`config.mk`:
```
export PLATFORM = sky130hd
export DESIGN_NAME = net_packet_dispatch
export DESIGN_NICKNAME = d
export VERILOG_FILES = /design/src/rtl/net_packet_dispatch_pkg.sv /design/src/rtl/net_packet_dispatch_fifo.sv /design/src/rtl/net_packet_dispatch.sv
export SDC_FILE = /design/constraint.sdc
export NUM_CORES = 1
export LEC_CHECK = 0
export CAP_MARGIN = 20
export CORE_MARGIN = 2
export CORE_UTILIZATION = 35
export DETAILED_ROUTE_END_ITERATION = 10
export DONT_BUFFER_PORTS = 1
export GPL_TIMING_DRIVEN = 0
export SLEW_MARGIN = 5
export SYNTH_ARGS = -nofsm -noshare
export SYNTH_HDL_FRONTEND = slang
export SYNTH_SLANG_ARGS = --single-unit
```
`constraint.sdc`:
```
create_clock -name clk -period 2.4 [get_ports clk]
set_input_delay 0.24 -clock clk [delete_from_list [all_inputs] [get_ports clk]]
set_output_delay 0.24 -clock clk [all_outputs]
set_load 0.05 [all_outputs]
```
`src/rtl/net_packet_dispatch_pkg.sv`:
```
// Shared network packet definitions for the per-core endpoint and its
// dispatch state machine.
package net_packet_dispatch_pkg;

  localparam int imem_addr_width_gp = 10;
  localparam int rs_imm_size_gp     = 5;
  localparam int mask_length_gp     = 8;
  localparam int id_width_gp        = 6;
  localparam int net_addr_width_gp  = imem_addr_width_gp;
  localparam int net_data_width_gp  = 32;

  typedef enum logic [2:0] {
    NET_NULL  = 3'd0,
    NET_INSTR = 3'd1,
    NET_REG   = 3'd2,
    NET_PC    = 3'd3,
    NET_BAR   = 3'd4
  } net_op_e;

  typedef struct packed {
    logic [5:0]  op;
    logic [4:0]  rd;
    logic [4:0]  rs;
    logic [15:0] imm;
  } instruction_s;

  typedef struct packed {
    logic [id_width_gp-1:0]       ID;
    net_op_e                      net_op;
    logic [net_addr_width_gp-1:0] net_addr;
    logic [net_data_width_gp-1:0] net_data;
  } net_packet_s;

  // Buffered form of a packet: the ID has already been matched on entry.
  typedef struct packed {
    net_op_e                      net_op;
    logic [net_addr_width_gp-1:0] net_addr;
    logic [net_data_width_gp-1:0] net_data;
  } net_cmd_s;

  typedef enum logic [1:0] {
    HALTED   = 2'd0,
    RUNNING  = 2'd1,
    STOPPING = 2'd2
  } dispatch_state_e;

endpackage

```
`src/rtl/net_packet_dispatch_fifo.sv`:
```
// Generic synchronous FIFO with full/empty flags and no write-to-read bypass.
// Pointers carry one extra wrap bit so full and empty are distinguishable.
module net_fifo #(
  parameter int width_p = 8,
  parameter int els_p   = 4
) (
  input  logic               clk,
  input  logic               reset,
  input  logic               v_i,
  input  logic [width_p-1:0] data_i,
  output logic               full_o,
  output logic               empty_o,
  output logic [width_p-1:0] data_o,
  input  logic               yumi_i
);

  localparam int ptr_w = $clog2(els_p);

  logic [ptr_w:0]     wr_q, wr_d, rd_q, rd_d;
  logic [width_p-1:0] mem_q [els_p];
  logic               push, pop;

  assign empty_o = (wr_q == rd_q);
  assign full_o  = (wr_q[ptr_w] != rd_q[ptr_w]) && (wr_q[ptr_w-1:0] == rd_q[ptr_w-1:0]);
  assign push    = v_i & ~full_o;
  assign pop     = yumi_i & ~empty_o;
  assign data_o  = mem_q[rd_q[ptr_w-1:0]];

  always_comb begin
    wr_d = wr_q;
    rd_d = rd_q;
    if (push) wr_d = wr_q + 1'b1;
    if (pop)  rd_d = rd_q + 1'b1;
  end

  always_ff @(posedge clk) begin
    if (reset) begin
      wr_q <= '0;
      rd_q <= '0;
    end else begin
      wr_q <= wr_d;
      rd_q <= rd_d;
    end
  end

  always_ff @(posedge clk) begin
    if (push) mem_q[wr_q[ptr_w-1:0]] <= data_i;
  end

endmodule

```
`src/rtl/net_packet_dispatch.sv`:
```
// Per-core network endpoint: buffers packets addressed to this core, decodes
// the FIFO head into IMEM/register/barrier/PC strobes and owns run/halt.
module net_packet_dispatch
  import net_packet_dispatch_pkg::*;
#(
  parameter int fifo_depth_p    = 4,
  parameter int err_cnt_width_p = 8
) (
  input  logic                          clk,
  input  logic                          reset,
  input  net_packet_s                   net_packet_i,
  input  logic [id_width_gp-1:0]        my_id_i,
  output logic                          net_ready_o,
  input  logic                          imem_ready_i,
  output logic                          imem_w_v_o,
  output logic [imem_addr_width_gp-1:0] imem_addr_o,
  output instruction_s                  imem_data_o,
  output logic                          reg_w_v_o,
  output logic [rs_imm_size_gp-1:0]     reg_addr_o,
  output logic [31:0]                   reg_data_o,
  output logic                          bar_w_v_o,
  output logic [mask_length_gp-1:0]     bar_mask_o,
  output logic                          pc_w_v_o,
  output logic [imem_addr_width_gp-1:0] pc_o,
  output logic                          run_o,
  output logic [err_cnt_width_p-1:0]    err_cnt_o
);

  dispatch_state_e              state_q;
  logic                         run_q;
  logic [err_cnt_width_p-1:0]   err_q, err_d;
  logic                         fifo_full, fifo_empty;
  logic                         accept, pop, head_v;
  logic                         err_inc, go_run, stop_req;
  logic [$bits(net_cmd_s)-1:0]  head_raw;
  net_cmd_s                     in_cmd, head;

  assign net_ready_o = ~fifo_full & ~reset;
  assign accept      = (net_packet_i.net_op != NET_NULL) && (net_packet_i.ID == my_id_i) && net_ready_o;
  assign in_cmd      = '{net_op: net_packet_i.net_op, net_addr: net_packet_i.net_addr,
                         net_data: net_packet_i.net_data};

  net_fifo #(
    .width_p ($bits(net_cmd_s)),
    .els_p   (fifo_depth_p)
  ) fifo (
    .clk     (clk),
    .reset   (reset),
    .v_i     (accept),
    .data_i  (in_cmd),
    .full_o  (fifo_full),
    .empty_o (fifo_empty),
    .data_o  (head_raw),
    .yumi_i  (pop)
  );

  assign head   = net_cmd_s'(head_raw);
  // Reset suppresses dispatch in the cycle it is asserted, not only after.
  assign head_v = ~fifo_empty & ~reset;

  always_comb begin
    imem_w_v_o = 1'b0;
    reg_w_v_o  = 1'b0;
    bar_w_v_o  = 1'b0;
    pc_w_v_o   = 1'b0;
    pop        = 1'b0;
    err_inc    = 1'b0;
    go_run     = 1'b0;
    stop_req   = 1'b0;
    if (head_v) begin
      case (head.net_op)
        NET_INSTR: begin
          if (state_q == HALTED) begin
            imem_w_v_o = imem_ready_i;
            pop        = imem_ready_i;
          end else if (state_q == RUNNING) begin
            stop_req = 1'b1;
          end
        end
        NET_REG: begin
          if (state_q == HALTED) begin
            reg_w_v_o = 1'b1;
            pop       = 1'b1;
          end else if (state_q == RUNNING) begin
            stop_req = 1'b1;
          end
        end
        NET_PC: begin
          if (state_q == HALTED) begin
            pc_w_v_o  = 1'b1;
            bar_w_v_o = 1'b1;
            pop       = 1'b1;
            go_run    = 1'b1;
          end else if (state_q == RUNNING) begin
            stop_req = 1'b1;
          end
        end
        NET_BAR: begin
          if (state_q != STOPPING) begin
            bar_w_v_o = 1'b1;
            pop       = 1'b1;
          end
        end
        default: begin
          // Unknown ops are dropped and counted; STOPPING still blocks them.
          if (state_q != STOPPING) begin
            pop     = 1'b1;
            err_inc = 1'b1;
          end
        end
      endcase
    end
  end

  assign imem_addr_o = head_v ? head.net_addr[imem_addr_width_gp-1:0] : '0;
  assign imem_data_o = head_v ? instruction_s'(head.net_data[$bits(instruction_s)-1:0]) : '0;
  assign reg_addr_o  = head_v ? head.net_addr[rs_imm_size_gp-1:0] : '0;
  assign reg_data_o  = head_v ? head.net_data : '0;
  assign bar_mask_o  = head_v ? head.net_data[mask_length_gp-1:0] : '0;
  assign pc_o        = head_v ? head.net_addr[imem_addr_width_gp-1:0] : '0;

  always_comb begin
    err_d = err_q;
    if (err_inc && (err_q != '1)) err_d = err_q + 1'b1;
  end

  always_ff @(posedge clk) begin
    if (reset) begin
      state_q <= HALTED;
      run_q   <= 1'b0;
      err_q   <= '0;
    end else begin
      err_q <= err_d;
      case (state_q)
        HALTED: begin
          if (go_run) begin
            state_q <= RUNNING;
            run_q   <= 1'b1;
          end
        end
        RUNNING: begin
          if (stop_req) begin
            state_q <= STOPPING;
            run_q   <= 1'b0;
          end
        end
        STOPPING: begin
          state_q <= HALTED;
          run_q   <= 1'b0;
        end
        default: begin
          state_q <= HALTED;
          run_q   <= 1'b0;
        end
      endcase
    end
  end

  assign run_o     = run_q & ~reset;
  assign err_cnt_o = err_q;

endmodule

```
==> Word level (Yosys, flattened, before mapping) <==
Memories as Yosys holds them, arrays and structs flattened. A register that Yosys moved wholly into a read port is not among the register bits.
Cells that the tools add are included.
{ "word_totals": {"ff_bits": 17, "output_inout_bits": 111, "n_memories": 1, "inputBits": 60, "ram_bits": 180, "elab_cells": 73} }
{ "mem_list": {"columns": ["memory", "depth", "word_bits", "read_ports", "rd_ports_with_merged_regs", "write_ports", "line", "rtl"], "rows": [
  ["fifo.mem_q", 4, 45, 1, 1, 1, "net_packet_dispatch_fifo.sv:20", "logic [width_p-1:0] mem_q [els_p];"]
]} }
{ "op_classes": {"bitwise_logic": 8, "n_mux": 33, "n_reduce_logical": 10, "eq_ne": 13, "n_addsub": 3} }
{ "ops": {"columns": ["operator", "count"], "rows": [
  ["$mux W32", 1],
  ["$mux W1", 21],
  ["$mux W10", 1],
  ["$add A8 B1 Y8 const B", 1],
  ["$mux W2", 4],
  ["$mux W8", 1],
  ["$ne A8 B8 Y1 const B", 1],
  ["$add A3 B1 Y3 const B", 2],
  ["$eq A3 B2 Y1 const B", 2],
  ["$eq A6 B6 Y1", 1],
  ["$ne A2 B2 Y1 const B", 3],
  ["$pmux W1 S2", 3],
  ["$and A1 B1 Y1", 5],
  ["$mux W5", 1],
  ["$logic_and A1 B1 Y1", 4],
  ["$pmux W2 S2", 1],
  ["$reduce_or A4 Y1", 1],
  ["$eq A3 B1 Y1 const B", 1],
  ["$eq A3 B3 Y1", 1],
  ["$eq A3 B3 Y1 const B", 1],
  ["$not A1 Y1", 3],
  ["$reduce_bool A3 Y1", 1],
  ["$reduce_or A3 Y1", 1],
  ["$eq A2 B1 Y1 const B", 1],
  ["other kinds (5)", 5]
]} }

==> Depth between registers and ports, before layout <==
Gate-level depths: netlist (run 1).
{ "logic_depth": {"ltp_word": 8, "ltp_mapped": 6, "ltp_nobuf": 6} }

==> Hierarchy <==
A second synthesis (run 1) with hierarchy kept.
{ "unflattened": {"cells_unflattened": 494, "hier_area_um2": 8450.6} }
{ "modules_own_cells": {"columns": ["module", "instances", "seq_area_each_um2", "cells_per_inst", "area_each_um2"], "rows": [
  ["net_fifo", 1, 5565.3, 303, 7055.5],
  ["net_packet_dispatch", 1, 220.2, 191, 1395.1]
]} }

==> Worst setup path before layout (run 1) <==
OpenSTA, ideal clock, no wires.
{ "synth_timing": {"path_type": "register -> register", "start": "register fifo.wr_q[1]", "end": "memory fifo.mem_q[0][0] (netlist name) (enable)", "path_buffers": 1, "arrival_ns": 3.079, "setup_ns": 0.407, "stages_incl_launch_ff": 6, "setup_slack_ns": -1.086, "synth_period_minus_slack_ns": 3.486, "required_time_ns": 1.993, "path_cell_list": "dfxtp_1 xnor2_1 a31oi_1 and3_1 clkbuf_1 and2_1"} }
{ "synth_between": {"elab_chain_len": 8} }
{ "synth_rtl": {"columns": ["element", "line", "rtl"], "rows": [
  ["start, declared", "net_packet_dispatch_fifo.sv:19", "logic [ptr_w:0] wr_q, wr_d, rd_q, rd_d;"],
  ["start signal, assigned", "net_packet_dispatch_fifo.sv:41", "wr_q <= wr_d;"],
  ["$eq A2 B2 Y1", "net_packet_dispatch_fifo.sv:24", "assign full_o = (wr_q[ptr_w] != rd_q[ptr_w]) && (wr_q[ptr_w-1:0] == rd_q[ptr_w-1:0]);"],
  ["$logic_and A1 B1 Y1", "net_packet_dispatch_fifo.sv:24", null],
  ["$not A1 Y1", "net_packet_dispatch.sv:38", "assign net_ready_o = ~fifo_full & ~reset;"],
  ["$and A1 B1 Y1", "net_packet_dispatch.sv:38", null],
  ["net net_ready_o", "net_packet_dispatch.sv:13", "output logic net_ready_o,"],
  ["$logic_and A1 B1 Y1", "net_packet_dispatch.sv:39", "assign accept = (net_packet_i.net_op != NET_NULL) && (net_packet_i.ID == my_id_i) && net_ready_o;"],
  ["$and A1 B1 Y1", "net_packet_dispatch_fifo.sv:25", "assign push = v_i & ~full_o;"],
  ["$mux W1", "net_packet_dispatch_fifo.sv:47", "if (push) mem_q[wr_q[ptr_w-1:0]] <= data_i;"],
  ["$mux W1 (not written as such)", "net_packet_dispatch_fifo.sv:47", null],
  ["end, declared", "net_packet_dispatch_fifo.sv:20", null]
]} }
The timed path passes the listed nets, and every way through them passes these cells.

==> out/metrics.csv, run 1 <==
metric;value;unit
port_buffers;0;
timing.final.crit_share;102;%
ir_worst_vdd;0.346;mV
ys_top_cells_by_count;edfxtp_1, buf_4, mux4_2, nor2b_1, dfxtp_1;
arrival;2.20;ns
clk_pin_slew;0.08;ns
route.vias.total;4333;
clk_latency;0.43;ns
synth_most_common_cell;edfxtp_1;
layout_setup_ws;-0.0365;ns
tightest_slew;1.09;ns
maxCapViolCount;0;
yosys.area_share.simple;6.73;%
syn_to_final_growth;29.6;%
drive_gt1_share;42.2;%
drv_slew;0;
muxShareOfSynthArea;13.0;%
grt_overflow;0;
yosysUniqueCellTypes;39;
synth_xor_area_share;1.37;%
slowest_delay;0.56;ns
worstSetupPathType;reg -> out;
fill_cells;2007;
violations;setup timing;
seqPwrFrac;54.2;%
htree_num_levels;4;
grt_use_met3;3.97;%
critPathBufInv;1;
synthFlopType;edfxtp_1;
synth_fa_ha_area_share;0.906;%
met2_usage;26.5;%
antenna_left;0;
rows;56;
fmax;0.410;GHz
wl_per_cell;21.4;µm
crit_required;2.16;ns
whs;0.244;ns
synth_nets;532;
start_kind;register;
yosys.area.top_type;edfxtp_1;
dieWidth;158;µm
async_reset_ff_share;0;%
synth_seq_cells;199;
drt_iter0_drc;191;
post-route-drc-count;0;
dp_hpwl;10.3;mm
cts_made_buffers;17;
io_pins;171;
netlist_top_cells_area;edfxtp_1, mux4_2, buf_4;
routabilityCongestion;0.748;
crit_chain;buf_12, mux4_2, nand3b_1, nor2_1, a21oi_1, nor2_4;
outcome;finished, violations left;
drtPass1Iterations;4;
grt_busiest_layer;met2;
layout.nets;619;
antenna_cells;0;
cp_max_fo;8;
skew;0.0178;ns
finalSetupViolCount;3;
synth_compound_area_share;2.08;%
synthCells;466;
die_area;0.0249;mm²
p_comb_share;5.3;%
yosysTopAreaCellShare;65.2;%
cts.sink_count;199;
hold_violations;0;
cellPowerDensity;649;mW/mm²
ys_seq_area_share;69.8;%
synth-edff-count;180;
p_leak;3.60;nW
use_met1;18.8;%
hold_path_class;in -> reg;
cts_tree;yes;
core;0.0233;mm²
grt_setup_unrepaired;true;
cts-root-buf;clkbuf_16;
fp.dieH;158;µm
clkPwrFrac;40.5;%
grt_max_degree;30;
ys_warn_count;0;
cts_buffer_depth;2;
netlist_area;0.00829;mm²
utilization;46.1;%
start_util;35.5;%
path_delay_family;simple AND/OR/NAND/NOR gates;
period_needed;2.44;ns
p_int;5.42;mW
switching_share;22.3;%
grt_pass1_wl;27.3;mm
wirelength;18.9;mm
synth_top_family_by_area;multiplexers;
grt_pass1_vias;4720;
grt_use_total;15.2;%
antenna_found_initial;0;
via_per_inst;4.90;
crit_slowest_cell;mux4_2;
p_switching;1.56;mW
syn_avg_cell_area;17.8;µm²
slew-limit-headroom;27.0;%
worstSetupEndpointType;output port;
sequential cells by signal (all words and copies together), names as in the netlist, named ones only:
register	flops
err_cnt_o	8
fifo.mem_q	180
fifo.rd_q	3
fifo.wr_q	3
run_q	1
state_q	2
kinds of logic after synthesis:
group | Yosys count
AOI/OAI and AO/OA | 24
xor gates and xnor gates | 13
adders and majority gates | 6
buffers and inverters | 79
DFF | 199
muxes | 51
and+or+nand+nor | 94
cell usage in the layout (no fill, tap or decap), types with 5 or more instances in the layout:
| cell | n |
|---|---|
| a21oi_1 | 5 |
| and2_4 | 7 |
| buf_4 | 24 |
| buf_6 | 45 |
| buf_8 | 6 |
| clkbuf_16 | 21 |
| dfxtp_1 | 9 |
| dfxtp_2 | 6 |
| dlygate4sd3_1 | 45 |
| edfxtp_1 | 180 |
| ha_1 | 6 |
| inv_1 | 6 |
| mux2i_1 | 6 |
| mux4_2 | 45 |
| nand2b_1 | 6 |
| nor2_1 | 9 |
| nor2b_4 | 42 |
| nor3_1 | 5 |
| o21ai_0 | 8 |
| xor2_1 | 8 |
final timing paths:
| check | from | endpoint | slack (ns) | cells after the start |
|---|---|---|---|---|
| worst max-delay path | register | bar_w_v_o | -0.04 | 6 |
| worst min-delay path | imem_ready_i | register | 0.24 | 4 |
| worst max register to register | register | err_cnt_o[4]$_SDFFE_PP0P_ | 0.04 | 8 |
| worst min register to register | fifo.rd_q[2]$_SDFFE_PP0P_ | fifo.rd_q[2]$_SDFFE_PP0P_ | 0.51 | 1 |
metal layers:
metal | vias up | part of all wire, %
met3 | 14 | 6.0
met4 | 0 | 0.78
met5 | - | 0
met1 | 2252 | 41
li1 | 1924 | -
met2 | 143 | 52
power groups by stage:
stage                     clock [mW]  sequential (mW)  combinational, mW
after global routing            3.05             3.78              0.393
after detailed placement           0             3.86              0.228
final                           2.83             3.78              0.367
after CTS                       2.90             3.78              0.358
after floorplan                    0             3.86              0.199
after global placement             0             3.86              0.225
worst reg2reg max path: stages, from the launching register on:
cell,delay (ns)
dfxtp_2,0.34
buf_12,0.13
mux4_2,0.57
buf_4,0.18
or3_4,0.35
a211oi_4,0.21
buf_6,0.16
nand3_1,0.11
mux2i_1,0.16
final cells by class:
| class | instances | area, µm² | area share (%) |
|---|---|---|---|
| Inverter | 7 | 30.0 | 0.279 |
| Sequential cell | 199 | 5810 | 54.1 |
| Timing Repair Buffer | 63 | 633 | 5.89 |
| Buffer | 70 | 792 | 7.37 |
| Tap cell | 319 | 399 | 3.71 |
| Multi-Input combinational cell | 195 | 2490 | 23.2 |
| Clock inverter | 14 | 165 | 1.54 |
| Clock buffer | 18 | 429 | 3.99 |
metrics by stage:
stage / std cells / area (µm²) / setup TNS, ns / worst slack [ns] / power, mW
after floorplan: 466 / 8420 / 0 / 0.0542 / 4.06
final: 885 / 10700 / -0.0464 / -0.0365 / 6.98
after CTS: 874 / 10600 / -0.249 / -0.0295 / 7.05
after detailed placement: 786 / 8840 / -86.14 / -0.605 / 4.09
after global routing: 885 / 10700 / -1.84 / -0.173 / 7.22
after global placement: 785 / 8820 / -99.46 / -0.709 / 4.09
repair_timing:
action	in CTS	in global routing
setup buffers	7	6
hold endpoints to repair	180	0
hold buffers	45	0
resized for setup	153	24
pin swaps	8	3
endpoints found under the setup margin	276	63
gates cloned	6	5
(Power assumes the default switching activity.)
==> run 2, diff against run 1 <==
--- a/config.mk
+++ b/config.mk
@@ -5,12 +5,12 @@
 export SDC_FILE = /design/constraint.sdc
 export NUM_CORES = 1
 export LEC_CHECK = 0
-export CAP_MARGIN = 20
 export CORE_MARGIN = 2
 export CORE_UTILIZATION = 35
 export DETAILED_ROUTE_END_ITERATION = 10
 export DONT_BUFFER_PORTS = 1
 export GPL_TIMING_DRIVEN = 0
+export PLACE_DENSITY = 0.59
 export SLEW_MARGIN = 5
 export SYNTH_ARGS = -nofsm -noshare
 export SYNTH_HDL_FRONTEND = slang
==> out/metrics.csv, run 2 (same netlist as run 1, synthesis figures left out) <==
metric;value;unit
worstSetupPathType;reg -> out;
grt_overflow;0;
routabilityCongestion;0.732;
via_per_inst;4.81;
drv_slew;0;
cts-root-buf;clkbuf_16;
crit_required;2.16;ns
syn_to_final_growth;32.4;%
timing.final.crit_share;103;%
maxCapViolCount;0;
clk_pin_slew;0.07;ns
clk_latency;0.43;ns
regArea;0.00580;mm²
slowest_delay;0.37;ns
hold_path_class;in -> reg;
setup_tns;-4.84;ns
fp.dieH;158;µm
start_util;35.5;%
htree_num_levels;4;
ir_worst_vdd;0.376;mV
arrival;2.24;ns
grt_use_total;14.0;%
skew;0.0132;ns
tightest_slew;1.20;ns
multi_input_area;0.00245;mm²
design_power_total;6.95;mW
cts.sink_count;199;
min_from;reset;
antenna_cells;0;
rows;56;
largest_reg_flops;180;
drtPass1Iterations;4;
slew-limit-headroom;19.7;%
layout_commonest_cell;edfxtp_1;
mostFrequentLayoutCells;edfxtp_1, mux4_2, dlygate4sd3_1;
utilization;47.0;%
core;0.0233;mm²
crit_chain;xnor2_2, a31o_4, buf_4, clkbuf_16, nor2b_4, buf_8;
hold_violations;0;
period_needed;2.48;ns
grt_pass1_wl;25.5;mm
finalSetupViolCount;166;
reg2reg_from;fifo.rd_q[2]$_SDFFE_PP0P_;
dp_hpwl;9.81;mm
violations;setup timing;
grt_pass1_vias;4456;
startpoint;fifo.wr_q[0]$_SDFFE_PP0P_;
outcome;finished, violations left;
whs;0.278;ns
layout.nets;625;
p_leak;3.66;nW
start_kind;register;
cellPowerDensity;633;mW/mm²
cts_buffer_depth;2;
worstSetupEndpointType;output port;
route.vias.total;4283;
cts_made_buffers;17;
drt_iter0_drc;182;
cp_max_fo;10;
fill_cells;1976;
wl_per_cell;19.8;µm
antenna_found_initial;0;
wirelength;17.6;mm
crit_slowest_cell;nor2b_4;
fmax;0.403;GHz
layout_setup_ws;-0.0818;ns
critPathBufInv;3;
cts_tree;yes;
drive_gt1_share;43.9;%
die_area;0.0249;mm²
dieWidth;158;µm
antenna_left;0;
io_pins;171;
grt_max_degree;46;
path_delay_family;buffers and inverters;
post-route-drc-count;0;
grt_setup_unrepaired;true;
port_buffers;0;
run 2: cell count changes in the layout (fill, tap and decap cells not counted), sizes merged:
| cell | delta |
|---|---|
| a31o | -1 |
| and2 | -6 |
| buf | +9 |
| bufinv | -1 |
| clkbuf | +1 |
| clkinv | -2 |
| clkinvlp | +4 |
| inv | +2 |
run 2: layout make-up:
type	instances	share of cell area, %
clock buffers	18	3.91
inverters	7	0.274
repair buffers	72	7.00
flip-flops and latches	199	52.8
clock inverters	14	1.38
repair inverters	3	0.205
plain buffers	71	8.43
multi-input cells	188	22.3
well taps	319	3.64
run 2: through the flow:
step / cell area [µm²] / worst slack (ns) / std cells
after global routing: 11000 / -0.171 / 891
after detailed placement: 8820 / -0.731 / 785
after floorplan: 8420 / 0.0542 / 466
after global placement: 8820 / -0.736 / 785
after CTS: 10400 / -0.204 / 877
final: 11000 / -0.0818 / 891
run 2: where the power goes:
| group | switching (mW) | total, mW | internal (mW) |
|---|---|---|---|
| registers | 0.00427 | 3.78 | 3.78 |
| clock network | 1.38 | 2.78 | 1.40 |
| logic | 0.211 | 0.387 | 0.176 |
| total | 1.60 | 6.95 | 5.35 |
run 2: metal layers:
metal	wire [µm]	share of wire (%)	GRT usage, %
met5	0	0	0
met2	9290	53	24.6
met3	782	4.4	4.16
met1	7430	42	17.0
met4	110	0.62	3.42
run 2: path summary, 6_finish.rpt:
check	to	slack, ns	cells past startpoint
max reg2reg	fifo.mem_q[0][27]$_DFFE_PP_	-0.05	5
min reg2reg	run_q$_SDFFE_PP0P_	0.49	1
max	reg_data_o[11]	-0.08	6
min	fifo.wr_q[2]$_SDFFE_PP0P_	0.28	5
run 2: worst reg2reg max path, stage by stage (launching register included):
cell and delay, ns:
dfxtp_2 0.36, xor2_1 0.20, a31oi_4 0.43, and3_1 0.26, clkbuf_8 0.15, and2_4 0.64
run 2: what timing repair did:
| action | in CTS | in global routing |
|---|---|---|
| hold buffers | 45 | 0 |
| resized for setup | 112 | 120 |
| endpoints found under the setup margin | 289 | 226 |
| gates cloned | 3 | 3 |
| pin swaps | 6 | 8 |
| endpoints found under the hold margin | 180 | 0 |
| buffers inserted | 13 | 11 |
